==> src/rtl/uart_tx_buf_ctrl.sv <==
// -----------------------------------------------------------------------------
// uart_tx_buf_ctrl
//
// Transmit byte buffer and sequencer that sits directly upstream of the UART
// transmitter. Host bytes go into a circular FIFO. The sequencer hands them to
// the transmitter one at a time: each byte is placed on txd_in together with a
// single-cycle tx_start pulse. The transmitter's level-type tx_ok (high for the
// stop-bit period) paces successive bytes, so frames run back-to-back without
// the host having to poll.
//
// Optional feature macro: UART_TX_EMPTY_IRQ_EN
//   When defined, the block adds tx_empty_irq (sticky, set when the last queued
//   byte finishes its stop bit) and irq_clr.
//
// Ports:
//   clk          system clock
//   rst_n        asynchronous active-low reset
//   tx_en        transmitter enable (same signal that drives the transmitter)
//   wr_en        host write strobe, one byte per cycle
//   wr_data      host byte
//   fifo_flush   synchronous FIFO clear
//   ovf_clr      clears the sticky overflow flag
//   full         FIFO holds 2^DEPTH_LOG2 bytes
//   empty        FIFO holds 0 bytes
//   count        current occupancy (registered)
//   overflow     sticky: a write was dropped
//   tx_busy      sequencer not in IDLE (registered)
//   tx_start     one-cycle start pulse to the transmitter
//   txd_in       byte to the transmitter, held until the sequencer is idle again
//   tx_ok        transmitter is in its stop-bit state (level)
//   irq_clr      clears tx_empty_irq            (UART_TX_EMPTY_IRQ_EN only)
//   tx_empty_irq last byte has completed        (UART_TX_EMPTY_IRQ_EN only)
//   dbg_state    sequencer state (0 IDLE, 1 WAIT_OK, 2 WAIT_CLR)
//
// Handshakes:
//   Host side is push-only: a byte is taken on every cycle wr_en=1 unless the
//   FIFO is full and no pop happens that cycle; such a byte is dropped and
//   overflow is set. Transmit side: tx_start is a one-cycle request with txd_in
//   valid; the sequencer treats tx_ok high-then-low as completion of that frame
//   and never issues a new tx_start while tx_ok is high.
// -----------------------------------------------------------------------------
module uart_tx_buf_ctrl #(
    parameter int DEPTH_LOG2 = 4,
    parameter int DATA_W     = 8
) (
    input  logic                  clk,
    input  logic                  rst_n,
    input  logic                  tx_en,
    input  logic                  wr_en,
    input  logic [DATA_W-1:0]     wr_data,
    input  logic                  fifo_flush,
    input  logic                  ovf_clr,
    output logic                  full,
    output logic                  empty,
    output logic [DEPTH_LOG2:0]   count,
    output logic                  overflow,
    output logic                  tx_busy,
    output logic                  tx_start,
    output logic [DATA_W-1:0]     txd_in,
    input  logic                  tx_ok,
`ifdef UART_TX_EMPTY_IRQ_EN
    input  logic                  irq_clr,
    output logic                  tx_empty_irq,
`endif
    output logic [1:0]            dbg_state
);

    localparam int DEPTH = 1 << DEPTH_LOG2;
    localparam logic [DEPTH_LOG2:0]   FULL_CNT = (DEPTH_LOG2 + 1)'(DEPTH);
    localparam logic [DEPTH_LOG2:0]   CNT_ONE  = (DEPTH_LOG2 + 1)'(1);
    localparam logic [DEPTH_LOG2-1:0] PTR_ONE  = DEPTH_LOG2'(1);

    typedef enum logic [1:0] {
        IDLE     = 2'd0,
        WAIT_OK  = 2'd1,
        WAIT_CLR = 2'd2
    } state_e;

    state_e                 state_q, state_d;
    logic [DATA_W-1:0]      mem_q [DEPTH];
    logic [DEPTH_LOG2-1:0]  wr_ptr_q, wr_ptr_d;
    logic [DEPTH_LOG2-1:0]  rd_ptr_q, rd_ptr_d;
    logic [DEPTH_LOG2:0]    count_q, count_d;
    logic                   overflow_q, overflow_d;
    logic                   tx_start_q, tx_start_d;
    logic                   tx_busy_q, tx_busy_d;
    logic [DATA_W-1:0]      txd_q, txd_d;
    logic                   pop, wr_acc, wr_drop;

    assign full      = (count_q == FULL_CNT);
    assign empty     = (count_q == '0);
    assign count     = count_q;
    assign overflow  = overflow_q;
    assign tx_busy   = tx_busy_q;
    assign tx_start  = tx_start_q;
    assign txd_in    = txd_q;
    assign dbg_state = state_q;

    always_comb begin
        state_d    = state_q;
        wr_ptr_d   = wr_ptr_q;
        rd_ptr_d   = rd_ptr_q;
        count_d    = count_q;
        overflow_d = overflow_q;
        txd_d      = txd_q;
        tx_start_d = 1'b0;

        // tx_ok is also required low so a transmitter still showing its stop
        // bit (e.g. after tx_en was toggled mid-frame) cannot swallow a start.
        pop     = (state_q == IDLE) && tx_en && !empty && !fifo_flush && !tx_ok;
        wr_acc  = wr_en && (!full || pop) && !fifo_flush;
        wr_drop = wr_en && full && !pop && !fifo_flush;

        // Sequencer: tx_en low overrides everything and drops the in-flight byte.
        if (!tx_en) begin
            state_d = IDLE;
        end else begin
            case (state_q)
                IDLE:     if (pop)    state_d = WAIT_OK;
                WAIT_OK:  if (tx_ok)  state_d = WAIT_CLR;
                WAIT_CLR: if (!tx_ok) state_d = IDLE;
                default:              state_d = IDLE;
            endcase
        end

        if (pop) begin
            txd_d      = mem_q[rd_ptr_q];
            rd_ptr_d   = rd_ptr_q + PTR_ONE;
            tx_start_d = 1'b1;
        end

        if (wr_acc) begin
            wr_ptr_d = wr_ptr_q + PTR_ONE;
        end

        if (fifo_flush) begin
            wr_ptr_d = '0;
            rd_ptr_d = '0;
            count_d  = '0;
        end else begin
            case ({wr_acc, pop})
                2'b10:   count_d = count_q + CNT_ONE;
                2'b01:   count_d = count_q - CNT_ONE;
                default: count_d = count_q;
            endcase
        end

        // A drop in the same cycle as ovf_clr keeps the flag set.
        if (wr_drop) begin
            overflow_d = 1'b1;
        end else if (ovf_clr) begin
            overflow_d = 1'b0;
        end

        tx_busy_d = (state_d != IDLE);
    end

    always_ff @(posedge clk or negedge rst_n) begin
        if (!rst_n) begin
            state_q    <= IDLE;
            wr_ptr_q   <= '0;
            rd_ptr_q   <= '0;
            count_q    <= '0;
            overflow_q <= 1'b0;
            tx_start_q <= 1'b0;
            tx_busy_q  <= 1'b0;
            txd_q      <= {DATA_W{1'b1}};
        end else begin
            state_q    <= state_d;
            wr_ptr_q   <= wr_ptr_d;
            rd_ptr_q   <= rd_ptr_d;
            count_q    <= count_d;
            overflow_q <= overflow_d;
            tx_start_q <= tx_start_d;
            tx_busy_q  <= tx_busy_d;
            txd_q      <= txd_d;
        end
    end

    // Storage needs no reset: reset clears the pointers and count, which makes
    // any old contents unreachable.
    always_ff @(posedge clk) begin
        if (wr_acc) begin
            mem_q[wr_ptr_q] <= wr_data;
        end
    end

`ifdef UART_TX_EMPTY_IRQ_EN
    logic irq_q, irq_d, irq_set;

    // Set on the WAIT_CLR -> IDLE edge when nothing else is queued, i.e. the
    // last byte has just finished its stop bit. Set wins over clear.
    assign irq_set      = (state_q == WAIT_CLR) && tx_en && !tx_ok && empty;
    assign tx_empty_irq = irq_q;

    always_comb begin
        irq_d = irq_q;
        if (irq_set) begin
            irq_d = 1'b1;
        end else if (irq_clr) begin
            irq_d = 1'b0;
        end
    end

    always_ff @(posedge clk or negedge rst_n) begin
        if (!rst_n) begin
            irq_q <= 1'b0;
        end else begin
            irq_q <= irq_d;
        end
    end
`endif

endmodule

==> config.mk <==
export PLATFORM = sky130hd
export DESIGN_NAME = uart_tx_buf_ctrl
export DESIGN_NICKNAME = d
export VERILOG_FILES = /design/src/rtl/uart_tx_buf_ctrl.sv
export SDC_FILE = /design/constraint.sdc
export NUM_CORES = 1
export LEC_CHECK = 0
export BUFFER_PORTS_ARGS = -buffer_cell sky130_fd_sc_hd__clkbuf_2
export CAP_MARGIN = 20
export CORE_ASPECT_RATIO = 1.75
export CORE_MARGIN = 1.5
export CORE_UTILIZATION = 54
export CTS_BUF_LIST = sky130_fd_sc_hd__clkbuf_8 sky130_fd_sc_hd__clkbuf_16
export DETAILED_ROUTE_END_ITERATION = 16
export PLACE_DENSITY = 0.83
export REMOVE_ABC_BUFFERS = 1
export SLEW_MARGIN = 20
export SYNTH_ARGS = -nofsm -noshare
export SYNTH_HDL_FRONTEND = slang
export SYNTH_SLANG_ARGS = --single-unit
==> constraint.sdc <==
create_clock -name clk -period 2.6 [get_ports clk]
set_clock_uncertainty 0.1 [all_clocks]
set_input_delay 0.78 -clock clk [delete_from_list [all_inputs] [get_ports clk]]
set_output_delay 0.78 -clock clk [all_outputs]
set_load 0.1 [all_outputs]
## After elaboration in Yosys (flattened, before gate mapping)

Memories as Yosys holds them, arrays and structs flattened. A register that Yosys moved wholly into a read port is not among the register bits.
Index checks and enable logic that the tools add are counted.

| operators by class | value |
|---|---|
| magnitude comparators | 0 |
| bitwise logic cells | 0 |
| reduce and logical (&&, ||, !) cells | 23 |
| equal/unequal tests | 5 |
| shifts and indexed selects | 0 |
| muxes and demuxes | 16 |
| $mul | 0 |
| add/sub/neg operators | 4 |
| divide/modulo/power cells | 0 |

Operators with widths:

| kind | number |
|---|---|
| $mux 4 | 4 |
| $pmux 5 s2 | 1 |
| $logic_and 1x1->1 | 9 |
| $add 4x1->4 const B | 2 |
| $mux 2 | 4 |
| $reduce_bool 2->1 | 4 |
| $logic_not 1->1 | 6 |
| $pmux 2 s3 | 1 |
| $add 5x1->5 const B | 1 |
| $eq 5x5->1 const B | 1 |
| $logic_not 5->1 | 1 |
| $mux 1 | 5 |
| $mux 5 | 1 |
| $sub 5x1->5 const B | 1 |
| $eq 2x1->1 const B | 2 |
| $eq 2x2->1 const B | 2 |
| $reduce_bool 3->1 | 1 |
| $logic_not 2->1 | 1 |
| $logic_or 1x1->1 | 1 |

| storage, ports and cells | value |
|---|---|
| memory bits (writable) | 128 |
| memories | 1 |
| bits in latches | 0 |
| bits of input ports | 15 |
| flip-flop bits (word level) | 18 |
| output and inout port bits | 20 |
| word-level logic and storage cells | 56 |
| memory bits (read-only) | 0 |

Memories:

| name | words | bits a word | rd ports | clocked after memory_dff | wr ports | line | source |
|---|---|---|---|---|---|---|---|
| mem_q | 16 | 8 | 1 | 1 | 1 | 80 | `logic [DATA_W-1:0] mem_q [DEPTH];` |

## Depth between registers and ports, before layout

| logic depth | value |
|---|---|
| depth in word-level cells | 11 |
| mapped depth | 13 |
| depth with buffers taken out | 11 |

## Worst setup path after synthesis

Ideal clock, no wire load.

| timing | value |
|---|---|
| path kind | reg2reg |
| from | register count_q[0] (netlist: count[0]) |
| to | memory mem_q[1][0], enable pin |
| data required time | 2.214 ns |
| library setup time | 0.286 ns |
| arrival time | 3.492 ns |
| cell stages (with the launch flop) | 7 |
| path slack | -1.278 ns |
| period minus slack after synthesis | 3.878 ns |
| cell sequence | dfrtp_1 or4_1 clkbuf_1 nor2_1 a21oi_1 nand2_1 nor3_1 |

RTL lines:

| element | line | source |
|---|---|---|
| start, declared | 83 | `logic [DEPTH_LOG2:0] count_q, count_d;` |
| start signal, assigned | 172 | `count_q <= count_d;` |
| $eq 5x5->1 | 90 | `assign full = (count_q == FULL_CNT);` |
| net full | 53 | `output logic full,` |
| $logic_not 1->1 | 111 | `wr_acc = wr_en && (!full \|\| pop) && !fifo_flush;` |
| $logic_or 1x1->1 | 111 |  |
| $logic_and 1x1->1 (2 in a row) | 111 |  |
| $mux 1 | 183 | `if (wr_acc) begin` |
| $mux 1 (implied by the code) | 184 | `mem_q[wr_ptr_q] <= wr_data;` |
| end, declared | 80 |  |

The timed path passes the listed nets, and every way through them passes these cells.

## Worst setup path in the final report

| timing | value |
|---|---|
| from | register count_q[2] (netlist: count[2]) |
| to | output full |

| between the ends | value |
|---|---|
| longest elaborated chain between the ends | 1 |

Ends and longest elaborated chain:

| element | line |
|---|---|
| $eq 5x5->1 | 90 |
| end, declared | 53 |

No other way between the ends.

==> out/metrics.cfg <==
[yosys]
syn_inst = 348
yosysTopAreaCell = edfxtp_1
synth_adder_area_share = 0.01902
ys_types = 49
synth_compound_area_frac = 0.03111
synthFlopType = edfxtp_1
synth_top_family_by_area = multiplexers
synth-xor-area-share = 0.01387
synthMuxAreaShare = 0.1427
yosys_warnings = 0
synth_edf_count = 128
synthArstFlopShare = 0.1688
syn-cell-area_um2 = 6315
synth_area_leaders = edfxtp_1 (61%), mux4_2 (11%), dfrtp_1 (7.1%)
synth_sequential_area_ratio = 0.7133
ys_seq_elements = 154
yosys.area_share.simple = 0.05667
synth.top_cell.area_share = 0.6087
syn-mean-instance-area_um2 = 18.15

[global_route]
antenna_found_initial = 0
grt_util_all_layers = 0.2245
grt_max_degree = 36
grt_first_pass_wirelength_mm = 20.21
grt-ovfl-total = 0
grt_pass1_vias = 3766

[setup_path]
worstReg2RegEnd = count[4]
path_class = reg2out
reg2reg_slack_ps = -40
cp-start-kind = flip-flop
crit_buf_inv = 2
slowest_stage = or4_4
slowest_delay_ps = 580
worstPathArrival_ps = 1830
worstPathMaxFanout = 3
crit_chain = buf_6, or4_4, nor2_4, buf_12
end_kind = output port
critPathTopFamily = simple AND/OR/NAND/NOR gates
ff2ff_path_depth = 10
cp.required_ps = 1720
rr_startpoint = dbg_state[1]

[timing]
slew_headroom = 0.5559
finalSetupViolCount = 3
fin_crit_sh = 1.043
drv_slew = 0
worst_slew_pin_slew_ps = 666.1
hold_viol_final = 0
min_period_ps = 2712
setup_slack_ps = -111.6
rsz0062_at_grt = true
max_freq_mhz = 368.8

[placed_design]
dpl.cell_count = 551
place_congestion = 0.8776
dp.final_hpwl_mm = 8.577
port_buffers = 34

[detailed_routing]
num_vias = 3462
wirelength_mm = 12.66
post_drt_via_cell_ratio = 5.898
dr.pass1.iters = 5
drc = 0
initialDrtViolationCount = 202
wire_per_inst_um = 21.56
ant_nets = 0

[cells_and_area]
seqCellArea_um2 = 4506
drive_gt1_frac = 0.3916
multiInputGateArea_um2 = 1714
area_growth_pct = 21.78
diodes = 0
nets = 463
final_cell_count_no_fill = 587
fillers = 712

[worst_hold_path]
hold_class = in2async

[clock_tree]
cts_buffers = 17
clk_pin_slew_ps = 60
clock-sinks = 154
insertion_delay_ps = 410
cts_tree = built
postCtsHoldBufs = 0
clockBufferDepth = 2
root_buffer = clkbuf_16
h-tree-depth = 4

[power_and_ir_drop]
finalPower_uw = 6479
p_leak_uw = 0.002825
ir_worst_vdd_uv = 781.7
powerDensity_nw_per_um2 = 842.6

[outcome]
outcome = finished, violations left
violations = negative setup slack

[floorplanning]
start_util = 0.5515
coreArea_um2 = 11450
die_h_um = 146.1
ios = 35
row_count = 52
die_x_um = 84.75
dieArea_um2 = 12380

[job]
cap_violations = 0

[metal layers]
| metal | up-vias | part of all wire | track usage |
|---|---|---|---|
| met5 | - | 0 | 0 |
| li1 | 1543 | - | - |
| met1 | 1781 | 0.35 | 0.2465 |
| met2 | 110 | 0.58 | 0.3960 |
| met4 | 0 | 0.034 | 0.1234 |
| met3 | 28 | 0.035 | 0.05144 |
[Yosys cell counts (2+ instances only)]
library cell  count
a22o_1            2
o221ai_1          7
and3_1            2
ha_1              8
nor2_1           28
clkbuf_1          7
a21oi_1           4
dfrtp_1          18
edfxtp_1        128
nand3_1           3
xnor2_1           5
buf_2             5
nand2_1          20
dfstp_2           8
buf_1             2
mux2i_1          18
buf_6             2
inv_1             7
mux4_2           32
nand2b_1          6
xor2_1            5
nor3_1            4
[worst max path at each step]
stage               startpoint          end  slack (ps)  cells past startpoint
CTS                   count[2]         full        -150                      4
global route          count[2]         full        -160                      4
detailed placement       tx_ok     count[4]        -640                     11
finish                count[2]         full        -110                      4
floorplan             count[0]  mem_q[1][0]       -1250                      5
global placement         tx_ok     count[4]        -600                     11
[cells in the final DEF, fill, tap and decap left out, types with 2 or more instances in the layout]
master / count
nand2_1: 20
mux2i_1: 18
ha_1: 8
a22o_1: 2
dfrtp_1: 17
xnor2_1: 5
buf_12: 3
buf_4: 54
nor2_4: 2
xor2_1: 5
o221ai_1: 7
nand3_1: 3
nor2_1: 26
mux4_2: 32
and3_1: 2
inv_1: 8
nor3_1: 4
clkbuf_16: 21
a21oi_1: 3
edfxtp_1: 128
clkinv_2: 2
inv_6: 2
dfstp_2: 8
nand2b_4: 2
nand2b_1: 5
clkbuf_2: 32
clkinv_4: 3
[where the power goes]
group	total, uW	internal [uW]	switching [uW]
logic	1180	295	889
registers	2870	2810	58.1
clock network	2420	1480	940
total	6480	4590	1890
[timing repair]
| item | CTS | global route |
|---|---|---|
| pin swaps | 4 | 2 |
| buffers inserted | 3 | 1 |
| endpoints found under the setup margin | 4 | 4 |
| resized for setup | 11 | 1 |
[kinds of logic (layout without fill, tap and decap cells)]
family / after synthesis / after routing
fa+ha+maj: 9 / 9
xor+xnor: 10 / 10
simple gates: 74 / 74
mux: 50 / 50
compound gates: 24 / 24
flops: 154 / 154
buf+inv: 27 / 131
[sequential cells by signal, indices dropped and copies added (netlist names)]
name,cells
txd_in,8
dbg_state,2
overflow,1
tx_busy,1
mem_q,128
rd_ptr_q,4
tx_start,1
wr_ptr_q,4
count,5
[stage by stage]
stage / hold slack [ps] / setup slack [ps] / instance area [um^2] / util / TNS (ps)
after floorplan: 384.4 / -1248 / 6218 / - / -168760
after global placement: 368.6 / -604.3 / 6992 / 0.6106 / -8993
after detailed placement: 368.7 / -643.8 / 6992 / 0.6106 / -12550
after CTS: 291.0 / -146.2 / 7679 / 0.6706 / -270.0
after global routing: 328.5 / -157.0 / 7690 / 0.6715 / -413.3
final: 287.9 / -111.6 / 7690 / 0.6715 / -274.7
[cell type report]
class	instances	share of cell area
sequential	154	0.5859
inverter	9	0.006671
timing repair buffer	90	0.08282
clock inverter	10	0.009600
multi-input combinational	167	0.2229
clock buffer	22	0.07013
tap	135	0.02197
Note: power is estimated with default switching activity, not from simulation.
